**src/rtl/rll_key_sched.sv**
```systemverilog
// Key provisioning controller for an RLL-locked core. It fetches the unlock key in
// chunks from a key store, self-checks it on the core, and only then releases it.
module rll_key_sched #(
   parameter int KEY_W      = 32,
   parameter int DATA_W     = 32,
   parameter int CHUNK_W    = 8,
   parameter int SETTLE_CYC = 2,
   parameter int MAX_TRY    = 3
) (
   input  logic                             clk,
   input  logic                             rst_n,
   input  logic                             start,
   input  logic                             clear,
   output logic                             nvm_req,
   output logic [$clog2(KEY_W/CHUNK_W)-1:0] nvm_addr,
   input  logic                             nvm_ack,
   input  logic [CHUNK_W-1:0]               nvm_data,
   input  logic [DATA_W-1:0]                chk_pattern,
   input  logic [DATA_W-1:0]                chk_expect,
   input  logic [DATA_W-1:0]                core_out,
   output logic [KEY_W-1:0]                 core_key,
   output logic                             sel_test,
   output logic                             busy,
   output logic                             key_valid,
   output logic                             key_fail
);
   localparam int            NCHUNK      = KEY_W / CHUNK_W;
   localparam int            AW          = $clog2(NCHUNK);
   localparam logic [AW-1:0] LAST_CHUNK  = AW'(NCHUNK - 1);
   localparam logic [2:0]    MAX_T       = 3'(MAX_TRY);
   localparam logic [3:0]    SETTLE_LAST = 4'(SETTLE_CYC - 1);

   typedef enum logic [2:0] {IDLE, FETCH, SETTLE, CHECK, DONE, FAIL} state_t;

   state_t            state, state_d;
   logic [KEY_W-1:0]  staging, staging_d;
   logic [AW-1:0]     chunk, chunk_d;
   logic [2:0]        try_cnt, try_d;
   logic [3:0]        settle_cnt, settle_d;
   logic [DATA_W-1:0] pat_q, pat_d;
   logic [KEY_W-1:0]  core_key_d;
   logic              req_d, sel_d, busy_d, valid_d, fail_d;
   logic              resp_ok;

   assign nvm_addr = chunk;

   // A pattern that moved while being applied invalidates the sampled response.
   assign resp_ok = (core_out == chk_expect) && (chk_pattern == pat_q);

   always_ff @(posedge clk or negedge rst_n) begin
      if (!rst_n) begin
         state      <= IDLE;
         staging    <= '0;
         chunk      <= '0;
         try_cnt    <= '0;
         settle_cnt <= '0;
         pat_q      <= '0;
         nvm_req    <= 1'b0;
         core_key   <= '0;
         sel_test   <= 1'b0;
         busy       <= 1'b0;
         key_valid  <= 1'b0;
         key_fail   <= 1'b0;
      end else begin
         state      <= state_d;
         staging    <= staging_d;
         chunk      <= chunk_d;
         try_cnt    <= try_d;
         settle_cnt <= settle_d;
         pat_q      <= pat_d;
         nvm_req    <= req_d;
         core_key   <= core_key_d;
         sel_test   <= sel_d;
         busy       <= busy_d;
         key_valid  <= valid_d;
         key_fail   <= fail_d;
      end
   end

   always_comb begin
      state_d   = state;
      staging_d = staging;
      chunk_d   = chunk;
      try_d     = try_cnt;
      settle_d  = settle_cnt;
      pat_d     = pat_q;
      req_d     = 1'b0;

      if (clear) begin
         state_d   = IDLE;
         staging_d = '0;
         chunk_d   = '0;
         try_d     = '0;
         settle_d  = '0;
      end else begin
         case (state)
            IDLE, DONE, FAIL: begin
               if (start) begin
                  state_d   = FETCH;
                  staging_d = '0;
                  chunk_d   = '0;
                  try_d     = 3'd1;
               end
            end
            // The request toggles low for one cycle after every accepted chunk.
            FETCH: begin
               if (nvm_req && nvm_ack) begin
                  staging_d[chunk*CHUNK_W +: CHUNK_W] = nvm_data;
                  if (chunk == LAST_CHUNK) begin
                     state_d  = SETTLE;
                     chunk_d  = '0;
                     settle_d = '0;
                     pat_d    = chk_pattern;
                  end else begin
                     chunk_d = chunk + 1'b1;
                  end
               end else begin
                  req_d = 1'b1;
               end
            end
            SETTLE: begin
               if (settle_cnt == SETTLE_LAST) begin
                  state_d = CHECK;
               end else begin
                  settle_d = settle_cnt + 1'b1;
               end
            end
            CHECK: begin
               if (resp_ok) begin
                  state_d = DONE;
               end else if (try_cnt < MAX_T) begin
                  state_d   = FETCH;
                  try_d     = try_cnt + 1'b1;
                  chunk_d   = '0;
                  staging_d = '0;
               end else begin
                  state_d = FAIL;
               end
            end
            default: state_d = IDLE;
         endcase
      end

      // Registered outputs follow the next state, so a partial key never leaves the block.
      core_key_d = (state_d inside {SETTLE, CHECK, DONE}) ? staging_d : '0;
      sel_d      = (state_d inside {SETTLE, CHECK});
      busy_d     = (state_d inside {FETCH, SETTLE, CHECK});
      valid_d    = (state_d == DONE);
      fail_d     = (state_d == FAIL);
   end
endmodule
```
**config.mk**
```make
export PLATFORM = sky130hd
export DESIGN_NAME = rll_key_sched
export DESIGN_NICKNAME = d
export VERILOG_FILES = /design/src/rtl/rll_key_sched.sv
export SDC_FILE = /design/constraint.sdc
export NUM_CORES = 1
export LEC_CHECK = 0
export ABC_AREA = 0
export BUFFER_PORTS_ARGS = -buffer_cell sky130_fd_sc_hd__buf_4
export CAP_MARGIN = 25
export CORE_ASPECT_RATIO = 0.7
export CORE_UTILIZATION = 51
export CTS_CLUSTER_DIAMETER = 30
export DETAILED_ROUTE_END_ITERATION = 6
export PLACE_DENSITY_LB_ADDON = 0.05
export REMOVE_ABC_BUFFERS = 1
export SYNTH_ARGS = -nofsm -noshare
export SYNTH_HDL_FRONTEND = slang
export SYNTH_SLANG_ARGS = --single-unit
```
**constraint.sdc**
```tcl
create_clock -name clk -period 4 [get_ports clk]
set_input_delay 1 -clock clk [delete_from_list [all_inputs] [get_ports clk]]
set_output_delay 1 -clock clk [all_outputs]
set_load 0.005 [all_outputs]
```
==> After elaboration in Yosys (flattened, before gate mapping) <==
Index checks and enable logic that the tools add are counted.
{ "word_totals": {"output_inout_bits": 39, "reg_bits": 113, "word_cells": 90} }
{ "op_classes": {"n_eq_ne": 20, "shift": 2, "n_bitwise": 1, "reduce_logical": 14, "mux": 36, "addsub": 4, "n_lt_le_gt_ge": 1} }
{ "op_table": {"columns": ["operator", "n"], "rows": [
  ["32-bit two-way mux", 6],
  ["32-bit one-hot mux with 3 select lines", 1],
  ["32-bit equality test", 2],
  ["5-bit negator with 34-bit output", 1],
  ["8-bit by 34-bit variable shift with 32-bit output, first input constant", 1],
  ["8-bit by 34-bit indexed part select with 32-bit output", 1],
  ["3-bit two-way mux", 11],
  ["32-bit bitwise mux", 1],
  ["3-bit != test, second input constant", 6],
  ["4-bit two-way mux", 4],
  ["3-bit by 2-bit equality test with 1-bit output, second input constant", 4],
  ["3-bit equality test, second input constant", 4],
  ["2-bit two-way mux", 6],
  ["3-bit one-hot mux with 4 select lines", 1],
  ["4-bit AND reduction", 3],
  ["3-bit nonzero test", 4],
  ["4-bit one-hot mux with 2 select lines", 1],
  ["3-bit by 1-bit equality test with 1-bit output, second input constant", 2],
  ["2-bit one-hot mux with 3 select lines", 1],
  ["3-bit one-hot mux with 2 select lines", 1],
  ["5-bit AND reduction", 1],
  ["4-bit by 1-bit adder with 4-bit output, second input constant", 1],
  ["4-bit by 1-bit equality test with 1-bit output, second input constant", 1],
  ["4-bit nonzero test", 1],
  ["other kinds (10)", 13]
]} }

==> Depth between registers and ports, before layout <==
{ "depth": {"depth_word": 8, "ltp_mapped": 11, "mapped_depth_nobuf": 9} }

==> Worst setup path after synthesis <==
No wires, ideal clock.
{ "synth_timing": {"path_type": "input to register", "from": "in chk_expect[16]", "to": "reg core_key[16]", "arrival_time_ns": 2.643, "slack_ns": 1.291, "cell_stages": 9, "path_buffers": 2, "path_cell_list": "xnor2_1 > nand4_1 > nor4_1 > nand4_2 > o32ai_4 > and2_1 > buf_4 > buf_6 > o21a_1"} }
{ "synth_via": {"elab_chain_cells": 8, "elab_cells_between_ends": 13, "classes_between": "eq/ne (4); mux (7); reduce/logical (2)"} }
{ "synth_rtl": {"columns": ["item", "line_no", "source"], "rows": [
  ["from (decl)", "19", "input logic [DATA_W-1:0] chk_expect,"],
  ["32-bit equality test", "48", "assign resp_ok = (core_out == chk_expect) && (chk_pattern == pat_q);"],
  ["1-bit logical AND", "48", null],
  ["3-bit two-way mux", "129", "if (resp_ok) begin"],
  ["3-bit one-hot mux with 4 select lines", "96", "case (state)"],
  ["3-bit two-way mux", "89", "if (clear) begin"],
  ["named net state_d[2]", "35", "state_t state, state_d;"],
  ["3-bit equality test", null, null],
  ["named net valid_d", "42", "logic req_d, sel_d, busy_d, valid_d, fail_d;"],
  ["3-bit nonzero test", "145", "core_key_d = (state_d inside {SETTLE, CHECK, DONE}) ? staging_d : '0;"],
  ["32-bit two-way mux", "145", null],
  ["named net core_key_d[16]", "41", "logic [KEY_W-1:0] core_key_d;"],
  ["to (signal assigned)", "72", "core_key <= core_key_d;"],
  ["to (decl)", "21", "output logic [KEY_W-1:0] core_key,"]
]} }
The timed path passes the listed nets, and every way through them passes these cells.
A chain may end at the register's enable or synchronous reset.

==> Worst setup path after layout <==
{ "layout_timing": {"from": "in chk_expect[11]", "to": "reg core_key[7]"} }
{ "layout_via": {"elab_chain_cells": 8, "elab_cells_between_ends": 13, "classes_between": "eq/ne (4); mux (7); reduce/logical (2)"} }
{ "layout_rtl": {"columns": ["item", "line_no"], "rows": [
  ["32-bit equality test (*)", "48"],
  ["1-bit logical AND (*)", "48"],
  ["3-bit two-way mux (*)", "129"],
  ["3-bit one-hot mux with 4 select lines (*)", "96"],
  ["3-bit two-way mux (*)", "89"],
  ["named net state_d[2]", "35"],
  ["3-bit by 2-bit equality test with 1-bit output / 3-bit equality test (equally long branches)", "145"],
  ["3-bit nonzero test (*)", "145"],
  ["32-bit two-way mux (*)", "145"],
  ["named net core_key_d[7]", "41"]
]} }
The timed path passes the listed nets; every way through them passes the cells marked *.

==> results.md <==
- TritonCTS clock tree: done
- Critical path type: in2reg
- Later-pin clock latency in the skew report: roughly 0.4 ns
- DRC: 0
- Final #Nets: approximately 720
- Diode count: 0
- First-pass GRT wire length: 19050 um
- Die height: 87.16 um
- GRT Residual Overflow: 0
- Fillers: a little over 700
- Share of layout cells above drive strength 1: 0.3706
- Clock transition at the registers of the reported paths: about 0.060 ns
- Syn Inst Count: about 450
- Die width: 123.7 um
- Vias in the first global route: approximately 3800
- Syn. warnings: 0
- Vias: about 4000
- H-tree levels: 4
- Worst Skew: 0.006481 ns
- Initial antenna violation count: 0
- Syn avg cell area: 11.72 um2
- Gp weighted congestion: between 0.7 and 0.8
- CTS root buf: clkbuf_16
- Crit path required time: roughly 4.3 ns
- Post-synth top area cell: dfrtp_1
- Post-DP HPWL: 8234 um
- Antenna Nets Post-Route: 0
- Status: complete, no violations
- Most frequent cell after synthesis: dfrtp_1
- Largest net degree at the start of global routing: between 70 and 80
- Core Box Area: slightly below 10000 um2
- Crit path DAT: between 3 and 4 ns
- Final Hold Viols: 0
- Fin Setup TNS: 0 ns
- Resized cells post-CTS: 0
- # setup viols final: 0
- Wire per inst: 15.77 um
- Post-synth top cells: 113 x dfrtp_1, 64 x xnor2_1, 35 x mux2_2, 33 x nand2_1, 29 x nor2_1
- Die Area: ~11000 um2
- Number of CTS-inserted buffers: 17
- Slew headroom: 0.3952
- Tot GR Track Use: 0.2397
- Post-synth cell types: 51
- Post-CTS Hold Buffers: 0
- Type of the tightest min-delay check: reg2reg
- Ranking of synthesized cells by area: dfrtp_1 54%, xnor2_1 11%, mux2_2 7.5%
- CP Launch Type: input pin
- CTS Sinks: roughly 110
- DRT Pass-1 Iters: 4
- Initial core utilization: 0.5352
- Clock tree buffer depth: 2
- Cell row count: 30
- P_leak: between 3 and 4 nW
- Routed WL: approximately 12000 um
- Sequential area share after synthesis: 0.5352
- Count of pins over their slew limit: 0
- Async set-reset flop share out of synthesis: 1.000
- F_max: ~320 MHz
- Reg2reg setup slack: between 1 and 1.5 ns
- Yosys reg bits: 113
- Post-synth top area share: 0.5352
- PwrDens: ~420 nW/um2
- Ports: between 100 and 150
- Post-CTS Setup Bufs: 0
- Synth-to-layout area growth: 35.14%
- Number of port buffers: 147
- Max-cap violations: 0
- DR vias/cell: roughly 5.4
- Number of synthesized flops with an enable pin: 0
- DRT iter0 DRCs: between 150 and 200
- Worst-Margin Slew: between 0.8 and 0.9 ns
- Shortest period the worst path allows: approximately 3.1 ns
- RSZ-0062 raised after global routing: false
- Element type at the critical path end: flop
- Ys flop type: dfrtp_1
- IR Drop Worst-Case VDD: 0.0002815 V
- Final Core Density: 0.7233
- Synthesized cell area: ~5300 um2
- CP Max Fanout: 17
- Fin crit share: 0.7719
[logic make-up after synthesis]
family / after synthesis / synth area share
compound gates: 86 / 0.1220
mux: 36 / 0.07649
buf+inv: 26 / 0.02250
xor+xnor: 65 / 0.1077
fa+ha+maj: 9 / 0.02131
simple gates: 116 / 0.1148
flops: 113 / 0.5352
[layout by cell type (no fill, tap or decap), types with 2 or more instances in the layout]
cell / synthesis / layout
clkbuf_16: 0 / 17
clkinvlp_4: 0 / 3
dfrtp_1: 113 / 113
nor3_1: 4 / 4
ha_1: 9 / 9
inv_6: 0 / 2
nand2b_1: 3 / 3
a21oi_1: 21 / 21
o22ai_1: 3 / 3
nor2_1: 29 / 29
bufinv_16: 0 / 4
nor4_1: 2 / 2
mux2_2: 35 / 35
a31oi_1: 2 / 2
a311oi_2: 2 / 2
a221oi_1: 2 / 2
and2_1: 4 / 4
a22o_1: 24 / 24
inv_1: 9 / 9
and3_1: 2 / 2
buf_4: 1 / 150
nand4_1: 16 / 16
nor4_2: 4 / 4
nand2_1: 33 / 33
nand3_1: 5 / 5
clkinv_2: 0 / 3
o21a_1: 17 / 17
o21ai_0: 6 / 6
xnor2_1: 64 / 64
nor2b_1: 4 / 4
[critical path, cell delays in order]
cell and delay, ns:
buf_4 0.11, xnor2_1 0.21, nand4_1 0.16, nor4_2 0.40
nand4_2 0.36, o32ai_4 0.40, and2_1 0.60, o21a_1 0.19
[sequential cells by signal (all words and copies together) (netlist names)]
signal,cells
state,3
try_cnt,3
nvm_addr,2
busy,1
core_key,32
settle_cnt,4
key_valid,1
nvm_req,1
sel_test,1
key_fail,1
pat_q,32
staging,32
[power by group]
group / leakage, nW / internal, mW / switching, mW / total [mW]
clock: 0.300 / 1.06 / 0.533 / 1.59
sequential: 1.57 / 1.15 / 0.00814 / 1.16
combinational: 1.55 / 0.129 / 0.117 / 0.246
[worst paths after layout]
check	start	to	cells after the start
worst max-delay path	chk_expect[11]	core_key[7]	8
worst min-delay path	staging[24]	staging[24]	2
worst max register to register	pat_q[18]	core_key[7]	7
worst min register to register	staging[24]	staging[24]	2
max in group asynchronous	rst_n	state[0]	2
min in group asynchronous	rst_n	pat_q[0]	1
[layout make-up]
type	instances	area (um2)	share of cell area
Multi-Input combinational cell	312	2342	0.3280
Sequential cell	113	2828	0.3960
Clock inverter	13	183.9	0.02576
Tap cell	128	160.2	0.02243
Clock buffer	19	442.9	0.06203
Inverter	10	37.54	0.005257
Timing Repair Buffer	151	1146	0.1605
[stage by stage]
step	std cells	hold slack (ns)	setup WS, ns	area, um2	power, mW
after global routing	746	0.4886	0.8246	7141	3.107
after CTS	746	0.4745	0.9438	7141	3.022
after floorplan	435	0.4327	0.8003	5202	1.270
after detailed placement	714	0.4571	0.5496	6514	1.423
final	746	0.4728	0.9126	7141	2.995
after global placement	714	0.4431	0.5907	6514	1.417
[routing by layer]
layer / up-vias / part of all wire / GRT usage
met1: 1903 / 0.45 / 0.3286
met5: - / 0 / 0
li1: 1909 / - / -
met4: 0 / 0.014 / 0.07996
met3: 18 / 0.095 / 0.08181
met2: 162 / 0.45 / 0.3566
No activity file was read; power rests on OpenSTA's default activity.
